==> config.mk <==
export PLATFORM = sky130hd
export DESIGN_NAME = combination_acq_sequencer_flat
export DESIGN_NICKNAME = d
export VERILOG_FILES = /design/src/rtl/combination_acq_sequencer_if.sv /design/src/rtl/combination_acq_sequencer.sv /design/src/flat_wrapper.sv
export SDC_FILE = /design/constraint.sdc
export NUM_CORES = 1
export LEC_CHECK = 0
export CORE_ASPECT_RATIO = 0.7
export CORE_MARGIN = 4
export CORE_UTILIZATION = 50
export DETAILED_ROUTE_END_ITERATION = 8
export GPL_TIMING_DRIVEN = 0
export HOLD_SLACK_MARGIN = 0.15
export PLACE_DENSITY = 0.87
export SLEW_MARGIN = 25
export SYNTH_ARGS = -nofsm -noshare
export SYNTH_HDL_FRONTEND = slang
export SYNTH_SLANG_ARGS = --single-unit
==> constraint.sdc <==
create_clock -name clk -period 3.02 [get_ports clk]
set_input_delay 0.906 -clock clk [delete_from_list [all_inputs] [get_ports clk]]
set_output_delay 0.906 -clock clk [all_outputs]
set_load 0.02 [all_outputs]
==> src/rtl/combination_acq_sequencer_if.sv <==
// Bus bundle for combination_acq_sequencer: Wishbone master port toward the
// combination core and the AXI-Stream result port toward the sink.
interface combination_acq_sequencer_if #(
    parameter int CHANNELS  = 12,
    parameter int ACC_WIDTH = 32
);
    logic [7:0]                    wb_adr_o;
    logic [31:0]                   wb_dat_o;
    logic [31:0]                   wb_dat_i;
    logic                          wb_we_o;
    logic                          wb_stb_o;
    logic                          wb_cyc_o;
    logic                          wb_ack_i;
    logic [CHANNELS+ACC_WIDTH-1:0] m_axis_tdata;
    logic                          m_axis_tvalid;
    logic                          m_axis_tready;
    logic                          m_axis_tlast;

    modport master (
        output wb_adr_o, wb_dat_o, wb_we_o, wb_stb_o, wb_cyc_o,
        input  wb_dat_i, wb_ack_i,
        output m_axis_tdata, m_axis_tvalid, m_axis_tlast,
        input  m_axis_tready
    );

    modport slave (
        input  wb_adr_o, wb_dat_o, wb_we_o, wb_stb_o, wb_cyc_o,
        output wb_dat_i, wb_ack_i,
        input  m_axis_tdata, m_axis_tvalid, m_axis_tlast,
        output m_axis_tready
    );
endinterface

==> src/rtl/combination_acq_sequencer.sv <==
// Wishbone master sequencing configure/clear/acquire/stop/readout of the combination core,
// streaming {bin, count} on AXI-Stream. Optional ack watchdog: COMB_SEQ_WB_TIMEOUT_EN.
module combination_acq_sequencer #(
    parameter int CHANNELS   = 12,
    parameter int ACC_WIDTH  = 32,
    parameter int DUR_WIDTH  = 32,
    parameter int WB_TIMEOUT = 255
) (
    input  logic                   clk,
    input  logic                   rst,
    input  logic [15:0]            cfg_window,
    input  logic [CHANNELS-1:0]    cfg_mask,
    input  logic [DUR_WIDTH-1:0]   cfg_duration,
    input  logic                   cfg_continuous,
    input  logic                   start,
    input  logic                   abort,
    output logic                   busy,
    output logic                   done,
    output logic                   err,
    output logic [15:0]            run_count,
    combination_acq_sequencer_if.master bus
);

    localparam logic [3:0] S_IDLE   = 4'd0;
    localparam logic [3:0] S_W_WIN  = 4'd1;
    localparam logic [3:0] S_W_MASK = 4'd2;
    localparam logic [3:0] S_W_CLR  = 4'd3;
    localparam logic [3:0] S_W_RUN  = 4'd4;
    localparam logic [3:0] S_ACQ    = 4'd5;
    localparam logic [3:0] S_W_STOP = 4'd6;
    localparam logic [3:0] S_W_ADDR = 4'd7;
    localparam logic [3:0] S_R_DATA = 4'd8;
    localparam logic [3:0] S_EMIT   = 4'd9;
    localparam logic [3:0] S_DONE   = 4'd10;

    localparam logic [7:0] A_CTRL    = 8'h00;
    localparam logic [7:0] A_WINDOW  = 8'h04;
    localparam logic [7:0] A_MASK    = 8'h08;
    localparam logic [7:0] A_RD_ADDR = 8'h10;
    localparam logic [7:0] A_RD_DATA = 8'h14;

    localparam int TW = CHANNELS + ACC_WIDTH;

    logic [3:0]             state_q, state_d;
    logic                   cyc_q, cyc_d;
    logic [7:0]             adr_q, adr_d;
    logic [31:0]            dat_q, dat_d;
    logic                   we_q, we_d;
    logic                   tvalid_q, tvalid_d;
    logic [TW-1:0]          tdata_q, tdata_d;
    logic                   tlast_q, tlast_d;
    logic [CHANNELS:0]      bin_q, bin_d;
    logic [DUR_WIDTH-1:0]   acq_cnt_q, acq_cnt_d;
    logic [15:0]            window_q, window_d;
    logic [CHANNELS-1:0]    mask_q, mask_d;
    logic [DUR_WIDTH-1:0]   duration_q, duration_d;
    logic                   cont_q, cont_d;
    logic                   abort_pend_q, abort_pend_d;
    logic                   busy_q, busy_d;
    logic                   done_q, done_d;
    logic                   err_q, err_d;
    logic [15:0]            run_count_q, run_count_d;

    logic [7:0]             xfer_adr_s;
    logic [31:0]            xfer_dat_s;
    logic                   xfer_we_s;
    logic                   abort_now_s;
    logic [CHANNELS:0]      bin_inc_s;

`ifdef COMB_SEQ_WB_TIMEOUT_EN
    localparam int WDT_W = $clog2(WB_TIMEOUT + 1);
    localparam logic [WDT_W-1:0] WDT_LAST = WDT_W'(WB_TIMEOUT - 1);
    logic [WDT_W-1:0]       wdt_q, wdt_d;
`else
    logic                   unused_wb_timeout_s;
    assign unused_wb_timeout_s = (WB_TIMEOUT == 0);
`endif

    assign abort_now_s = abort_pend_q | abort;
    assign bin_inc_s   = bin_q + {{CHANNELS{1'b0}}, 1'b1};

    // Address/data/direction of the transfer owned by each bus state.
    always_comb begin
        xfer_adr_s = 8'h00;
        xfer_dat_s = 32'h0000_0000;
        xfer_we_s  = 1'b1;
        case (state_q)
            S_W_WIN:  begin xfer_adr_s = A_WINDOW;  xfer_dat_s = {16'h0000, window_q}; end
            S_W_MASK: begin xfer_adr_s = A_MASK;    xfer_dat_s = 32'(mask_q);          end
            S_W_CLR:  begin xfer_adr_s = A_CTRL;    xfer_dat_s = 32'h0000_0002;        end
            S_W_RUN:  begin xfer_adr_s = A_CTRL;    xfer_dat_s = 32'h0000_0001;        end
            S_W_STOP: begin xfer_adr_s = A_CTRL;    xfer_dat_s = 32'h0000_0000;        end
            S_W_ADDR: begin xfer_adr_s = A_RD_ADDR; xfer_dat_s = 32'(bin_q[CHANNELS-1:0]); end
            S_R_DATA: begin xfer_adr_s = A_RD_DATA; xfer_we_s  = 1'b0;                 end
            default:  begin xfer_adr_s = 8'h00;     xfer_we_s  = 1'b0;                 end
        endcase
    end

    // Sequencer next-state: one Wishbone transfer per bus state, then stream and loop.
    always_comb begin
        state_d      = state_q;
        cyc_d        = cyc_q;
        adr_d        = adr_q;
        dat_d        = dat_q;
        we_d         = we_q;
        tvalid_d     = tvalid_q;
        tdata_d      = tdata_q;
        tlast_d      = tlast_q;
        bin_d        = bin_q;
        acq_cnt_d    = acq_cnt_q;
        window_d     = window_q;
        mask_d       = mask_q;
        duration_d   = duration_q;
        cont_d       = cont_q;
        err_d        = err_q;
        run_count_d  = run_count_q;
`ifdef COMB_SEQ_WB_TIMEOUT_EN
        wdt_d        = wdt_q;
`endif

        case (state_q)
            S_IDLE: begin
                if (start && !abort) begin
                    window_d   = cfg_window;
                    mask_d     = cfg_mask;
                    duration_d = cfg_duration;
                    cont_d     = cfg_continuous;
                    err_d      = 1'b0;
                    state_d    = S_W_WIN;
                end else begin
                    state_d    = S_IDLE;
                end
            end

            S_W_WIN, S_W_MASK, S_W_CLR, S_W_RUN, S_W_STOP, S_W_ADDR, S_R_DATA: begin
                if (!cyc_q) begin
                    // A pending abort skips any transfer not yet started, except the stop write.
                    if (abort_now_s && (state_q != S_W_STOP)) begin
                        state_d = S_W_STOP;
                    end else begin
                        cyc_d = 1'b1;
                        adr_d = xfer_adr_s;
                        dat_d = xfer_dat_s;
                        we_d  = xfer_we_s;
`ifdef COMB_SEQ_WB_TIMEOUT_EN
                        wdt_d = {WDT_W{1'b0}};
`endif
                    end
                end else if (bus.wb_ack_i) begin
                    cyc_d = 1'b0;
                    we_d  = 1'b0;
                    case (state_q)
                        S_W_WIN:  state_d = abort_now_s ? S_W_STOP : S_W_MASK;
                        S_W_MASK: state_d = abort_now_s ? S_W_STOP : S_W_CLR;
                        S_W_CLR:  state_d = abort_now_s ? S_W_STOP : S_W_RUN;
                        S_W_RUN: begin
                            acq_cnt_d = duration_q;
                            if (abort_now_s || (duration_q == {DUR_WIDTH{1'b0}})) begin
                                state_d = S_W_STOP;
                            end else begin
                                state_d = S_ACQ;
                            end
                        end
                        S_W_STOP: begin
                            if (abort_now_s) begin
                                state_d = S_IDLE;
                            end else begin
                                bin_d   = {(CHANNELS+1){1'b0}};
                                state_d = S_W_ADDR;
                            end
                        end
                        S_W_ADDR: state_d = abort_now_s ? S_W_STOP : S_R_DATA;
                        S_R_DATA: begin
                            if (abort_now_s) begin
                                state_d = S_W_STOP;
                            end else begin
                                tvalid_d = 1'b1;
                                tdata_d  = {bin_q[CHANNELS-1:0], bus.wb_dat_i[ACC_WIDTH-1:0]};
                                tlast_d  = bin_inc_s[CHANNELS];
                                state_d  = S_EMIT;
                            end
                        end
                        default:  state_d = S_IDLE;
                    endcase
`ifdef COMB_SEQ_WB_TIMEOUT_EN
                end else if (wdt_q == WDT_LAST) begin
                    cyc_d   = 1'b0;
                    we_d    = 1'b0;
                    err_d   = 1'b1;
                    state_d = S_IDLE;
                end else begin
                    wdt_d   = wdt_q + {{(WDT_W-1){1'b0}}, 1'b1};
                end
`else
                end else begin
                    state_d = state_q;
                end
`endif
            end

            S_ACQ: begin
                if (abort_now_s || (acq_cnt_q == DUR_WIDTH'(1))) begin
                    state_d = S_W_STOP;
                end else begin
                    acq_cnt_d = acq_cnt_q - DUR_WIDTH'(1);
                end
            end

            S_EMIT: begin
                if (bus.m_axis_tready) begin
                    tvalid_d = 1'b0;
                    tlast_d  = 1'b0;
                    if (abort_now_s) begin
                        state_d = S_W_STOP;
                    end else if (bin_inc_s[CHANNELS]) begin
                        state_d = S_DONE;
                    end else begin
                        bin_d   = bin_inc_s;
                        state_d = S_W_ADDR;
                    end
                end else begin
                    state_d = S_EMIT;
                end
            end

            S_DONE: begin
                if (cont_q && !abort_now_s) begin
                    state_d = S_W_CLR;
                end else begin
                    state_d = S_IDLE;
                end
            end

            default: state_d = S_IDLE;
        endcase

        if ((state_d == S_DONE) && (state_q != S_DONE)) begin
            run_count_d = run_count_q + 16'd1;
        end else begin
            run_count_d = run_count_d;
        end

        done_d       = (state_d == S_DONE);
        busy_d       = (state_d != S_IDLE);
        abort_pend_d = (state_d == S_IDLE) ? 1'b0 : (abort_pend_q | abort);
    end

    // State, bus and status registers.
    always_ff @(posedge clk) begin
        if (rst) begin
            state_q      <= S_IDLE;
            cyc_q        <= 1'b0;
            adr_q        <= 8'h00;
            dat_q        <= 32'h0000_0000;
            we_q         <= 1'b0;
            tvalid_q     <= 1'b0;
            tdata_q      <= {TW{1'b0}};
            tlast_q      <= 1'b0;
            bin_q        <= {(CHANNELS+1){1'b0}};
            acq_cnt_q    <= {DUR_WIDTH{1'b0}};
            window_q     <= 16'h0000;
            mask_q       <= {CHANNELS{1'b0}};
            duration_q   <= {DUR_WIDTH{1'b0}};
            cont_q       <= 1'b0;
            abort_pend_q <= 1'b0;
            busy_q       <= 1'b0;
            done_q       <= 1'b0;
            err_q        <= 1'b0;
            run_count_q  <= 16'h0000;
        end else begin
            state_q      <= state_d;
            cyc_q        <= cyc_d;
            adr_q        <= adr_d;
            dat_q        <= dat_d;
            we_q         <= we_d;
            tvalid_q     <= tvalid_d;
            tdata_q      <= tdata_d;
            tlast_q      <= tlast_d;
            bin_q        <= bin_d;
            acq_cnt_q    <= acq_cnt_d;
            window_q     <= window_d;
            mask_q       <= mask_d;
            duration_q   <= duration_d;
            cont_q       <= cont_d;
            abort_pend_q <= abort_pend_d;
            busy_q       <= busy_d;
            done_q       <= done_d;
            err_q        <= err_d;
            run_count_q  <= run_count_d;
        end
    end

`ifdef COMB_SEQ_WB_TIMEOUT_EN
    // Ack watchdog counter for the transfer in flight.
    always_ff @(posedge clk) begin
        if (rst) begin
            wdt_q <= {WDT_W{1'b0}};
        end else begin
            wdt_q <= wdt_d;
        end
    end
`endif

    assign bus.wb_adr_o      = adr_q;
    assign bus.wb_dat_o      = dat_q;
    assign bus.wb_we_o       = we_q;
    assign bus.wb_cyc_o      = cyc_q;
    assign bus.wb_stb_o      = cyc_q;
    assign bus.m_axis_tdata  = tdata_q;
    assign bus.m_axis_tvalid = tvalid_q;
    assign bus.m_axis_tlast  = tlast_q;

    assign busy      = busy_q;
    assign done      = done_q;
    assign err       = err_q;
    assign run_count = run_count_q;

endmodule

==> src/flat_wrapper.sv <==
// flat-port wrapper written by rule: the top's interface ports become plain ports
module combination_acq_sequencer_flat 
#(
    parameter int CHANNELS   = 12,
    parameter int ACC_WIDTH  = 32,
    parameter int DUR_WIDTH  = 32,
    parameter int WB_TIMEOUT = 255
)
  (clk, rst, cfg_window, cfg_mask, cfg_duration, cfg_continuous, start, abort, busy, done, err, run_count, bus_wb_adr_o, bus_wb_dat_o, bus_wb_we_o, bus_wb_stb_o, bus_wb_cyc_o, bus_wb_dat_i, bus_wb_ack_i, bus_m_axis_tdata, bus_m_axis_tvalid, bus_m_axis_tlast, bus_m_axis_tready);
  combination_acq_sequencer_if #(.CHANNELS(CHANNELS), .ACC_WIDTH(ACC_WIDTH)) bus_i ();
  input  logic clk;
  input  logic rst;
  input  logic [15:0] cfg_window;
  input  logic [CHANNELS-1:0] cfg_mask;
  input  logic [DUR_WIDTH-1:0] cfg_duration;
  input  logic cfg_continuous;
  input  logic start;
  input  logic abort;
  output logic busy;
  output logic done;
  output logic err;
  output logic [15:0] run_count;
  output wire logic [$bits(bus_i.wb_adr_o)-1:0] bus_wb_adr_o;
  output wire logic [$bits(bus_i.wb_dat_o)-1:0] bus_wb_dat_o;
  output wire logic [$bits(bus_i.wb_we_o)-1:0] bus_wb_we_o;
  output wire logic [$bits(bus_i.wb_stb_o)-1:0] bus_wb_stb_o;
  output wire logic [$bits(bus_i.wb_cyc_o)-1:0] bus_wb_cyc_o;
  input wire logic [$bits(bus_i.wb_dat_i)-1:0] bus_wb_dat_i;
  input wire logic [$bits(bus_i.wb_ack_i)-1:0] bus_wb_ack_i;
  output wire logic [$bits(bus_i.m_axis_tdata)-1:0] bus_m_axis_tdata;
  output wire logic [$bits(bus_i.m_axis_tvalid)-1:0] bus_m_axis_tvalid;
  output wire logic [$bits(bus_i.m_axis_tlast)-1:0] bus_m_axis_tlast;
  input wire logic [$bits(bus_i.m_axis_tready)-1:0] bus_m_axis_tready;
  assign bus_wb_adr_o = bus_i.wb_adr_o;
  assign bus_wb_dat_o = bus_i.wb_dat_o;
  assign bus_wb_we_o = bus_i.wb_we_o;
  assign bus_wb_stb_o = bus_i.wb_stb_o;
  assign bus_wb_cyc_o = bus_i.wb_cyc_o;
  assign bus_i.wb_dat_i = bus_wb_dat_i;
  assign bus_i.wb_ack_i = bus_wb_ack_i;
  assign bus_m_axis_tdata = bus_i.m_axis_tdata;
  assign bus_m_axis_tvalid = bus_i.m_axis_tvalid;
  assign bus_m_axis_tlast = bus_i.m_axis_tlast;
  assign bus_i.m_axis_tready = bus_m_axis_tready;
  combination_acq_sequencer #(.CHANNELS(CHANNELS), .ACC_WIDTH(ACC_WIDTH), .DUR_WIDTH(DUR_WIDTH), .WB_TIMEOUT(WB_TIMEOUT)) u_core (.clk(clk), .rst(rst), .cfg_window(cfg_window), .cfg_mask(cfg_mask), .cfg_duration(cfg_duration), .cfg_continuous(cfg_continuous), .start(start), .abort(abort), .busy(busy), .done(done), .err(err), .run_count(run_count), .bus(bus_i));
endmodule
==> results of run 1 <==
critical path: cells and delay by family, from the launching register on:
family / cells / cell delay (ps)
compound gates: 2 / 390
buf+inv: 4 / 1620
flops: 1 / 310
simple gates: 4 / 510
routing by layer:
metal  part of all wire  vias up  wire length [um]
li1                   -     4518                 -
met1               0.42     4404             12290
met2               0.44      563             12880
met3               0.12       79              3416
met4              0.023        0               663
met5                  0        -                 0
report_power, final:
| group | switching (W) | internal (W) | total, W |
|---|---|---|---|
| Combinational | 0.000573 | 0.000373 | 0.000946 |
| Clock | 0.00107 | 0.00125 | 0.00232 |
| Sequential | 0.0000644 | 0.00265 | 0.00271 |
| Total | 0.00171 | 0.00427 | 0.00598 |
cell type report:
cell class                      instances  area, um^2  area share
Clock inverter                         14       168.9     0.01428
Timing Repair Buffer                  186        1854      0.1567
Buffer                                106       545.5     0.04610
Inverter                               11       41.29    0.003489
Sequential cell                       195        3904      0.3299
Tap cell                              231       289.0     0.02443
Multi-Input combinational cell        879        4601      0.3888
Clock buffer                           18       429.2     0.03627
sequential cells by signal (all words and copies together), names as in the netlist, 3 cells and up:
register	count
u_core.acq_cnt_q	32
u_core.bin_q	12
u_core.window_q	16
u_core.bus.m_axis_tdata	44
u_core.duration_q	32
u_core.bus.wb_dat_o	16
u_core.run_count	16
u_core.state_q	4
u_core.bus.wb_adr_o	3
u_core.mask_q	12
Yosys cell counts, types with 13 or more instances:
library cell / count
nand4_1: 13
o31ai_1: 16
clkbuf_1: 66
or4_1: 17
a2bb2oi_1: 14
nor4_1: 15
buf_4: 23
nand2_1: 288
nor3_1: 25
nor2_1: 94
nand3_1: 17
dfxtp_1: 195
o21ai_0: 38
a21oi_1: 167
path summary, 6_finish.rpt:
kind,start,endpoint,slack [ps],cells past startpoint
worst max-delay path,u_core.state_q[1]$_SDFF_PP0_,u_core.acq_cnt_q[28]$_SDFFE_PP0P_,80,10
worst max register to register,u_core.state_q[1]$_SDFF_PP0_,u_core.acq_cnt_q[28]$_SDFFE_PP0P_,80,10
worst min-delay path,u_core.bus.m_axis_tdata[10]$_SDFFE_PP0P_,u_core.bus.m_axis_tdata[10]$_SDFFE_PP0P_,450,2
worst min register to register,u_core.bus.m_axis_tdata[10]$_SDFFE_PP0P_,u_core.bus.m_axis_tdata[10]$_SDFFE_PP0P_,450,2
kinds of logic after synthesis:
kind of cell	synth area share
AND/OR/NAND/NOR	0.2599
AO/OA/AOI/OAI	0.2145
flip-flops	0.4362
buffers and inverters	0.06446
XOR/XNOR	0.01174
adder cells (fa/ha/maj)	0.006712
multiplexers	0.006012
other	0.0004191
cells in the final DEF (no fill, tap or decap), types with 7 or more instances in the layout:
cell type,count
inv_1,11
buf_4,27
a211oi_1,9
dfxtp_1,195
nand3_1,17
a22oi_1,7
a21oi_1,167
nor3_1,24
o21ai_0,38
nor4_1,13
o22ai_1,9
a222oi_1,10
conb_1,22
nand2_1,288
xnor2_1,8
nand4_1,13
a2bb2oi_1,14
clkbuf_16,17
clkbuf_1,62
o31ai_1,16
nand2b_1,7
nor2_1,93
or4_1,17
clkdlybuf4s50_1,182
or3_1,10
per-stage QoR:
stage	instances	TNS (ps)	total power, W	setup WS, ps	hold slack [ps]
2_1_floorplan	1191	0	0.003301	171.8	435.7
3_3_place_gp	1606	-64310	0.003649	-813.5	441.7
3_5_place_dp	1606	-66140	0.003656	-738.6	445.6
4_1_cts	1639	0	0.005955	64.54	455.6
5_1_grt	1640	-29.22	0.006176	-17.48	473.8
6_report	1640	0	0.005979	80.84	451.9
what timing repair did:
action / 4_1_cts / 5_1_grt
setup buffers: 1 / 1
cloned: 0 / 1
pin swaps: 1 / 2
hold buffers: 0 / 0
endpoints found under the setup margin: 60 / 65
resized for setup: 8 / 18
==> run metrics, run 1 <==
status=complete, no violations; area delta synth->final=32.23%; DRC Markers=0; peak supply drop=0.3157 mV; Post-synth EDFFs=0; Avg WL per Cell=17.84 um; Hold Path Class=register to register; post-DP HPWL=21.52 mm; Worst-Skew Late Latency=440 ps; critical path class=register to register; Post-DRT Antenna Nets=0; PortBufs=184; met1 GRT Util=0.3673; DRT Pass-1 Iters=8; synthesized area per cell=7.648 um^2; Yosys top cell by area=dfxtp_1; Rows=40; total vias in the final route=9564; Post-Syn Area=8949 um^2; ranking of synthesized cells by area=dfxtp_1 (44%), nand2_1 (12%), a21oi_1 (9.3%); pwr dens=505.3 nW/um^2; Most Crowded Layer GR=met2; crit-path max cell delay=540 ps; leakage=4.079 nW; routed wire length=29.25 mm; Fin. Hold Viols=0; Synth Register Bits=195; CP Launch Type=register; Antenna Cells=0; global routing met2 resource utilization=0.4285; fin area=11830 um^2; CTS tree=built; Starting Density=0.5153; share of layout cells above drive strength 1=0.07026; H-tree depth=4; Post-Syn Instances=1170; vias in the first global route=8917; crit path cell chain=clkbuf_1 -> buf_2 -> nand2b_1 -> or2_2 -> clkbuf_1 -> clkbuf_1 -> nor3_1 -> a21oi_1 -> nor3_1 -> a31o_2; Die Ht=119.9 um; CTS sink cnt=195; Worst slew margin=0.2802; max frequency=340.2 MHz; final setup violating endpoints=0; initial antenna violation count=0; Ys Warns=0; FFs w/ async S/R, synth=0; largest net degree at the start of global routing=19; final worst-path cycle share=0.9732; I/O pins=207; CP max FO=10; fin nets=1499; clock skew after layout=10.01 ps; Util after Layout=0.6813; sequential cell area fraction in the yosys report=0.4362; CTS clock-pin slew for the worst setup and hold paths=70 ps; detail-routed via count per cell=5.832; initial DRC count=1313; placed cell area=11160 um^2; Main synth FF type=dfxtp_1; GRT overflow=0; Die Span X=167.9 um; GP Congestion=0.9655; CTS Buf Count=17; Setup crit end kind=register; M3 GR Usage=0.08792; Max-Cap Viols=0; CP max stage cell=clkbuf_1; worst path required time=3350 ps; Netlist cell types=70; final worst path period need=2939 ps; Final Slew Violations=0; core area=17370 um^2; CTS Buffer Depth=2; overall routing resource usage=0.2757; DIE AREA=20140 um^2; first-pass GRT wire length=45.38 mm; root buf cell=clkbuf_16; fillers=1440; Worst-Margin Slew=1070 ps; CP most frequent cell=clkbuf_1; crit path DAT=3270 ps; top cell type's share of synthesized area=0.4362
Note: power is estimated with default switching activity, not from simulation.
==> run 2: changes to the inputs <==
--- a/config.mk
+++ b/config.mk
@@ -10,7 +10,6 @@
 export CORE_UTILIZATION = 50
 export DETAILED_ROUTE_END_ITERATION = 8
 export GPL_TIMING_DRIVEN = 0
-export HOLD_SLACK_MARGIN = 0.15
 export PLACE_DENSITY = 0.87
 export SLEW_MARGIN = 25
 export SYNTH_ARGS = -nofsm -noshare
==> results of run 2 <==
Final layout, timing and power as in run 1 (identical DEF).
==> run 3: changes to the inputs <==
--- a/config.mk
+++ b/config.mk
@@ -11,7 +11,6 @@
 export DETAILED_ROUTE_END_ITERATION = 8
 export GPL_TIMING_DRIVEN = 0
 export PLACE_DENSITY = 0.87
-export SLEW_MARGIN = 25
 export SYNTH_ARGS = -nofsm -noshare
 export SYNTH_HDL_FRONTEND = slang
 export SYNTH_SLANG_ARGS = --single-unit
==> results of run 3 <==
Final layout, timing and power as in run 1 (identical DEF).
